### src/rtl/mult_pkg.sv
// Shared types and sizing helpers for the iterative multiplier.
// The FSM encoding and step/counter sizing are derived from WIDTH and BITS_PER_CYCLE.
package mult_pkg;

  typedef enum logic [1:0] {
    IDLE = 2'd0,
    BUSY = 2'd1,
    DONE = 2'd2
  } mult_state_t;

  // Number of BUSY cycles needed to retire every multiplier bit.
  function automatic int num_steps(input int width, input int bits_per_cycle);
    return width / bits_per_cycle;
  endfunction

  // Counter must hold N-1; keep at least one bit for the degenerate N=1 case.
  function automatic int cnt_width(input int width, input int bits_per_cycle);
    int n;
    n = width / bits_per_cycle;
    return (n > 1) ? $clog2(n) : 1;
  endfunction

endpackage

### src/rtl/mult_step.sv
// One radix-2^BITS_PER_CYCLE shift-add step: adds the partial products selected by
// the low multiplier bits into the top of the accumulator, then shifts right.
module mult_step
  import mult_pkg::*;
#(
  parameter int WIDTH          = 32,
  parameter int BITS_PER_CYCLE = 1
) (
  input  logic [2*WIDTH-1:0]        acc,
  input  logic [WIDTH-1:0]          mcand,
  input  logic [BITS_PER_CYCLE-1:0] mplier_bits,
  output logic [2*WIDTH-1:0]        acc_next
);

  localparam int PPW = WIDTH + BITS_PER_CYCLE;
  localparam int SW  = 2 * WIDTH + BITS_PER_CYCLE;

  logic [PPW-1:0] pp [BITS_PER_CYCLE];
  logic [PPW-1:0] pp_sum;
  logic [SW-1:0]  sum;

  for (genvar gi = 0; gi < BITS_PER_CYCLE; gi++) begin : g_pp
    assign pp[gi] = mplier_bits[gi] ? (PPW'(mcand) << gi) : '0;
  end

  // Sum of mcand*bits is below 2^(WIDTH+BITS_PER_CYCLE), so PPW bits never overflow.
  always_comb begin
    pp_sum = '0;
    for (int i = 0; i < BITS_PER_CYCLE; i++) begin
      pp_sum = pp_sum + pp[i];
    end
  end

  // The extra top bits absorb the carry; after the shift the value fits 2*WIDTH again.
  assign sum      = SW'(acc) + {pp_sum, {WIDTH{1'b0}}};
  assign acc_next = sum[SW-1:BITS_PER_CYCLE];

endmodule

### src/rtl/iter_multiplier.sv
// Fixed-latency iterative integer multiplier for the EX stage; drives mul_stall
// until the sign-corrected 2*WIDTH-bit product is registered.
module iter_multiplier
  import mult_pkg::*;
#(
  parameter int WIDTH          = 32,
  parameter int BITS_PER_CYCLE = 1
) (
  input  logic             clock,
  input  logic             reset,
  input  logic             start,
  input  logic             is_signed,
  input  logic             flush,
  input  logic [0:WIDTH-1] op_a,
  input  logic [0:WIDTH-1] op_b,
  output logic             stall,
  output logic             done,
  output logic [WIDTH-1:0] product_hi,
  output logic [WIDTH-1:0] product_lo
);

  localparam int N  = num_steps(WIDTH, BITS_PER_CYCLE);
  localparam int CW = cnt_width(WIDTH, BITS_PER_CYCLE);

  mult_state_t          state_reg;
  logic [CW-1:0]        cnt_reg;
  logic [WIDTH-1:0]     mcand_reg;
  logic [WIDTH-1:0]     mplier_reg;
  logic [2*WIDTH-1:0]   acc_reg;
  logic                 neg_reg;
  logic                 done_reg;
  logic [WIDTH-1:0]     product_hi_reg;
  logic [WIDTH-1:0]     product_lo_reg;

  logic [WIDTH-1:0]     a_vec;
  logic [WIDTH-1:0]     b_vec;
  logic [WIDTH-1:0]     a_mag;
  logic [WIDTH-1:0]     b_mag;
  logic [2*WIDTH-1:0]   acc_next;
  logic [2*WIDTH-1:0]   product_next;

  // Whole-vector copies: op_a[0] (the MSB) lands in a_vec[WIDTH-1].
  assign a_vec = op_a;
  assign b_vec = op_b;

  // -(-2^(WIDTH-1)) wraps back to 2^(WIDTH-1), which is the correct unsigned magnitude.
  assign a_mag = (is_signed && a_vec[WIDTH-1]) ? (~a_vec + 1'b1) : a_vec;
  assign b_mag = (is_signed && b_vec[WIDTH-1]) ? (~b_vec + 1'b1) : b_vec;

  mult_step #(
    .WIDTH          (WIDTH),
    .BITS_PER_CYCLE (BITS_PER_CYCLE)
  ) u_step (
    .acc         (acc_reg),
    .mcand       (mcand_reg),
    .mplier_bits (mplier_reg[BITS_PER_CYCLE-1:0]),
    .acc_next    (acc_next)
  );

  assign product_next = neg_reg ? (~acc_next + 1'b1) : acc_next;

  always_ff @(posedge clock) begin
    if (reset) begin
      state_reg      <= IDLE;
      cnt_reg        <= '0;
      mcand_reg      <= '0;
      mplier_reg     <= '0;
      acc_reg        <= '0;
      neg_reg        <= 1'b0;
      done_reg       <= 1'b0;
      product_hi_reg <= '0;
      product_lo_reg <= '0;
    end else if (flush) begin
      state_reg <= IDLE;
      done_reg  <= 1'b0;
    end else begin
      case (state_reg)
        IDLE: begin
          done_reg <= 1'b0;
          if (start) begin
            mcand_reg  <= a_mag;
            mplier_reg <= b_mag;
            neg_reg    <= is_signed & (a_vec[WIDTH-1] ^ b_vec[WIDTH-1]);
            acc_reg    <= '0;
            cnt_reg    <= CW'(N - 1);
            state_reg  <= BUSY;
          end
        end
        BUSY: begin
          acc_reg    <= acc_next;
          mplier_reg <= mplier_reg >> BITS_PER_CYCLE;
          if (cnt_reg == '0) begin
            // Final step: fold the sign fix-up in so the result is visible in DONE.
            product_hi_reg <= product_next[2*WIDTH-1:WIDTH];
            product_lo_reg <= product_next[WIDTH-1:0];
            done_reg       <= 1'b1;
            state_reg      <= DONE;
          end else begin
            cnt_reg <= cnt_reg - 1'b1;
          end
        end
        DONE: begin
          done_reg  <= 1'b0;
          state_reg <= IDLE;
        end
        default: begin
          done_reg  <= 1'b0;
          state_reg <= IDLE;
        end
      endcase
    end
  end

  // Stall drops in DONE so the instruction leaves EX together with its result.
  assign stall      = ~flush & (((state_reg == IDLE) & start) | (state_reg == BUSY));
  assign done       = done_reg & ~flush;
  assign product_hi = product_hi_reg;
  assign product_lo = product_lo_reg;

endmodule

### config.mk
export PLATFORM = sky130hd
export DESIGN_NAME = iter_multiplier
export DESIGN_NICKNAME = d
export VERILOG_FILES = /design/src/rtl/mult_pkg.sv /design/src/rtl/mult_step.sv /design/src/rtl/iter_multiplier.sv
export SDC_FILE = /design/constraint.sdc
export NUM_CORES = 1
export LEC_CHECK = 0
export BUFFER_PORTS_ARGS = -buffer_cell sky130_fd_sc_hd__buf_2
export CAP_MARGIN = 20
export CORE_MARGIN = 2
export CORE_UTILIZATION = 54
export CTS_CLUSTER_DIAMETER = 40
export CTS_CLUSTER_SIZE = 25
export DETAILED_ROUTE_END_ITERATION = 8
export PLACE_DENSITY = 0.8
export SLEW_MARGIN = 30
export SYNTH_ARGS = -nofsm -noshare
export SYNTH_HDL_FRONTEND = slang
export SYNTH_SLANG_ARGS = --single-unit
export TNS_END_PERCENT = 5
### constraint.sdc
create_clock -name clock -period 3.9 [get_ports clock]
set_input_delay 0.195 -clock clock [delete_from_list [all_inputs] [get_ports clock]]
set_output_delay 0.195 -clock clock [all_outputs]
set_load 0.02 [all_outputs]
==> impl_metrics.yaml <==
timing:
  final-max-slew-violation-count: 0
  hold_viol: 0
  fin_ws_ns: 0.0950
  rsz0062_at_grt: "yes"
  period_minus_slack_ns: 3.81
  worst_pin_slew_ns: 0.792
  slew_headroom_pct: 47.2
  clock_skew_ns: 0.0188
  fin_crit_sh_pct: 97.6
  max_freq_mhz: 263
  finalSetupViolations: 0
drt:
  ant_nets: 0
  via_count: 11500
  drtIter0Drc: 757
  wire_per_inst_um: 16.8
  vias_per_cell: 6.03
  drc: 0
  wl_um: 32000
  drt_pass1_iterations: 5
worst_setup_path:
  slowest_delay_ns: 0.58
  cp-end-kind: "register"
  crit_chain: "and2_1 -> ha_2 -> fa_2 -> a21o_1 -> a221o_1 -> buf_4 -> a21o_4 -> a21oi_4 -> xnor2_2 -> or4_4 -> nor4_4 -> buf_4 -> a21oi_1 -> xnor2_1 -> a211oi_1"
  required_ns: 4.27
  cp_max_fo: 6
  path_class: "reg -> reg"
  startpoint_type: "register"
  cp_num_cells: 15
  reg2regPathDepth: 15
  cpMostUsedCell: "buf_4"
  crit_slowest_cell: "or4_4"
  timing.critical_path.buf_inv: 2
  crit_arrival_ns: 4.17
  critPathTopFamily: "compound AO/OA/AOI/OAI gates"
die:
  die_x_um: 151
  ios: 135
  die_h_um: 151
  core.rowCount: 53
  core_mm2: 0.0212
  initial_utilization_pct: 55.5
  dieArea_mm2: 0.0229
synth:
  syn_area_mm2: 0.0117
  yosys.area_share.simple_pct: 20.8
  synthArstFlopShare_pct: 0
  synth-adder-area-share_pct: 4.11
  ys_seq_area_share_pct: 34.1
  synth_top_family_by_area: "compound AO/OA/AOI/OAI gates"
  synth_enable_flop_cells: 0
  ys_warn_count: 0
  synth-main-ff-cell: "dfxtp_1"
  synth-seq-cells: 200
  synthMuxAreaShare_pct: 0.522
  synth_compound_area_share_pct: 26.2
  synth_cell_types: 66
  synth-xor-area-share_pct: 10.5
  syn-num-nets: 1578
  syn_area_per_cell_um2: 7.98
  syn_inst: 1471
finish:
  drive_above_1_share_pct: 19.7
  syn2layout_area_growth_pct: 19.7
  antenna_cells: 0
  largest_reg_flops: 63
  finalNetCount: 1723
  fin_area_mm2: 0.0141
  final_core_util_pct: 66.4
power_and_ir_drop:
  peakVddDrop_mv: 0.231
  powerDensity_mw_per_mm2: 343
  report.power.total_mw: 4.83
  p_leak_nw: 5.83
place:
  place_hpwl_um: 23200
  pre_cts_ws_ns: -0.0790
  place_area_mm2: 0.0131
  port_buffers: 134
  gp_congestion: 0.963
hold_path:
  hp-class: "in -> reg"
  worstHoldPathCells: 3
clock_tree:
  cts_tree: "done"
  h-tree-depth: 4
  clock_latency_ns: 0.45
  root_buffer: "clkbuf_16"
  postCtsHoldBufs: 0
  numCtsBuffers: 17
  clockBufferDepth: 2
  clk_pin_slew_ns: 0.09
  cts_sinks: 200
grt:
  grt_pass1_wl_um: 50900
  grt_max_degree: 72
  overflow: 0
  grt_usage_pct: 27.5
  antenna_found_initial: 0
  grt_pass1_vias: 10300
run_status:
  status: "complete, no violations"
flow_run:
  cap_violations: 0
## synth_stat cells (3+ instances only)
master	instances	area share (%)
nand2_1	114	3.6
buf_1	6	0.19
xor2_1	80	6.0
nor3b_1	4	0.26
and4_1	3	0.22
a21oi_1	103	4.4
and2_1	43	2.3
o41ai_1	14	1.0
a21o_1	9	0.58
nand2b_1	6	0.32
nand3_1	22	0.94
a22oi_1	3	0.19
ha_1	37	3.9
a211oi_1	108	6.9
or4_1	15	0.96
o211ai_1	8	0.51
or3_1	14	0.75
and3_1	8	0.43
clkbuf_1	88	2.8
mux2i_1	5	0.43
inv_1	20	0.64
nor3_1	22	0.94
or2_2	6	0.32
dfxtp_1	200	34
a31oi_1	9	0.48
a32oi_1	3	0.22
xnor2_1	61	4.6
o21a_1	3	0.19
nor4_1	23	1.2
nor2b_1	5	0.27
a22o_1	55	4.1
a311o_1	3	0.26
nand3b_1	8	0.51
o31ai_1	22	1.4
nand4_1	9	0.48
o21ai_0	75	3.2
o221ai_1	3	0.22
a311oi_1	6	0.45
nor2_1	209	6.7
## kinds of logic (layout without fill, tap and decap cells)
logic type | Yosys count | in the layout
AO/OA/AOI/OAI | 451 | 451
buffers and inverters | 116 | 274
XOR/XNOR | 141 | 141
flip-flops | 200 | 200
AND/OR/NAND/NOR | 519 | 519
adder cells (fa/ha/maj) | 38 | 38
multiplexers | 6 | 6
## worst paths after layout
kind / startpoint / to / slack [ns]
hold / removal: op_a[30] / mcand_reg[1]$_SDFFE_PP0P_ / 0.05
setup reg to reg: mplier_reg[0]$_SDFFE_PP0P_ / product_hi[23]$_SDFFE_PP0P_ / 0.09
hold reg to reg: mcand_reg[31]$_SDFFE_PP0P_ / mcand_reg[31]$_SDFFE_PP0P_ / 0.46
setup / recovery: mplier_reg[0]$_SDFFE_PP0P_ / product_hi[23]$_SDFFE_PP0P_ / 0.09
## stage by stage
step | cells | setup TNS [ns] | hold WS, ns
finish | 1904 | 0 | 0.0530
global route | 1904 | -0.0855 | 0.0669
CTS | 1901 | 0 | 0.0465
detailed placement | 1868 | -0.128 | 0.449
global placement | 1868 | 0 | 0.441
floorplan | 1471 | 0 | 0.331
## power by group
| part | switching, mW | internal, mW | total [mW] |
|---|---|---|---|
| sequential | 0.0551 | 2.12 | 2.18 |
| clock | 1.01 | 0.922 | 1.93 |
| combinational | 0.436 | 0.286 | 0.723 |
| total | 1.50 | 3.33 | 4.83 |
## layout make-up
class | count | area (µm²)
multi-input cells | 1155 | 7630
clock buffers | 17 | 425
well taps | 275 | 344
flip-flops and latches | 200 | 4010
repair buffers | 222 | 1340
clock inverters | 15 | 235
inverters | 20 | 75.1
fillers | 1748 | 7100
## worst register-to-register path, stage by stage (launching register included)
cell	delay [ns]
dfxtp_2	0.36
and2_1	0.16
ha_2	0.20
fa_2	0.36
a21o_1	0.22
a221o_1	0.36
buf_4	0.17
a21o_4	0.23
a21oi_4	0.18
xnor2_2	0.14
or4_4	0.58
nor4_4	0.17
buf_4	0.16
a21oi_1	0.07
xnor2_1	0.15
a211oi_1	0.22
## layer usage
layer	GRT usage (%)	routed length (µm)
met4	7.99	607
met5	0	0
met2	44.0	14400
met3	4.79	2180
met1	37.9	14800
## placed cells by master (no fill, tap or decap), types with 9 or more instances in the layout
cell / instances
a211oi_1: 104
a21oi_1: 95
a22o_1: 55
a31oi_1: 9
and2_1: 42
buf_2: 133
buf_4: 88
clkbuf_16: 17
dfxtp_1: 198
ha_1: 36
inv_1: 20
nand2_1: 112
nand3_1: 22
nand4_1: 9
nor2_1: 206
nor3_1: 19
nor4_1: 17
o21ai_0: 66
o21ai_1: 10
o31ai_1: 21
o41ai_1: 11
or3_1: 11
or4_1: 11
xnor2_1: 59
xor2_1: 79
## repair_timing
item | 4_1_cts | 5_1_grt
pin swaps | 1 | 10
resized for setup | 13 | 52
setup buffers | 1 | 3
gates cloned | 0 | 0
hold endpoints to repair | 0 | 0
endpoints found under the setup margin | 11 | 21
(Power assumes the default switching activity.)
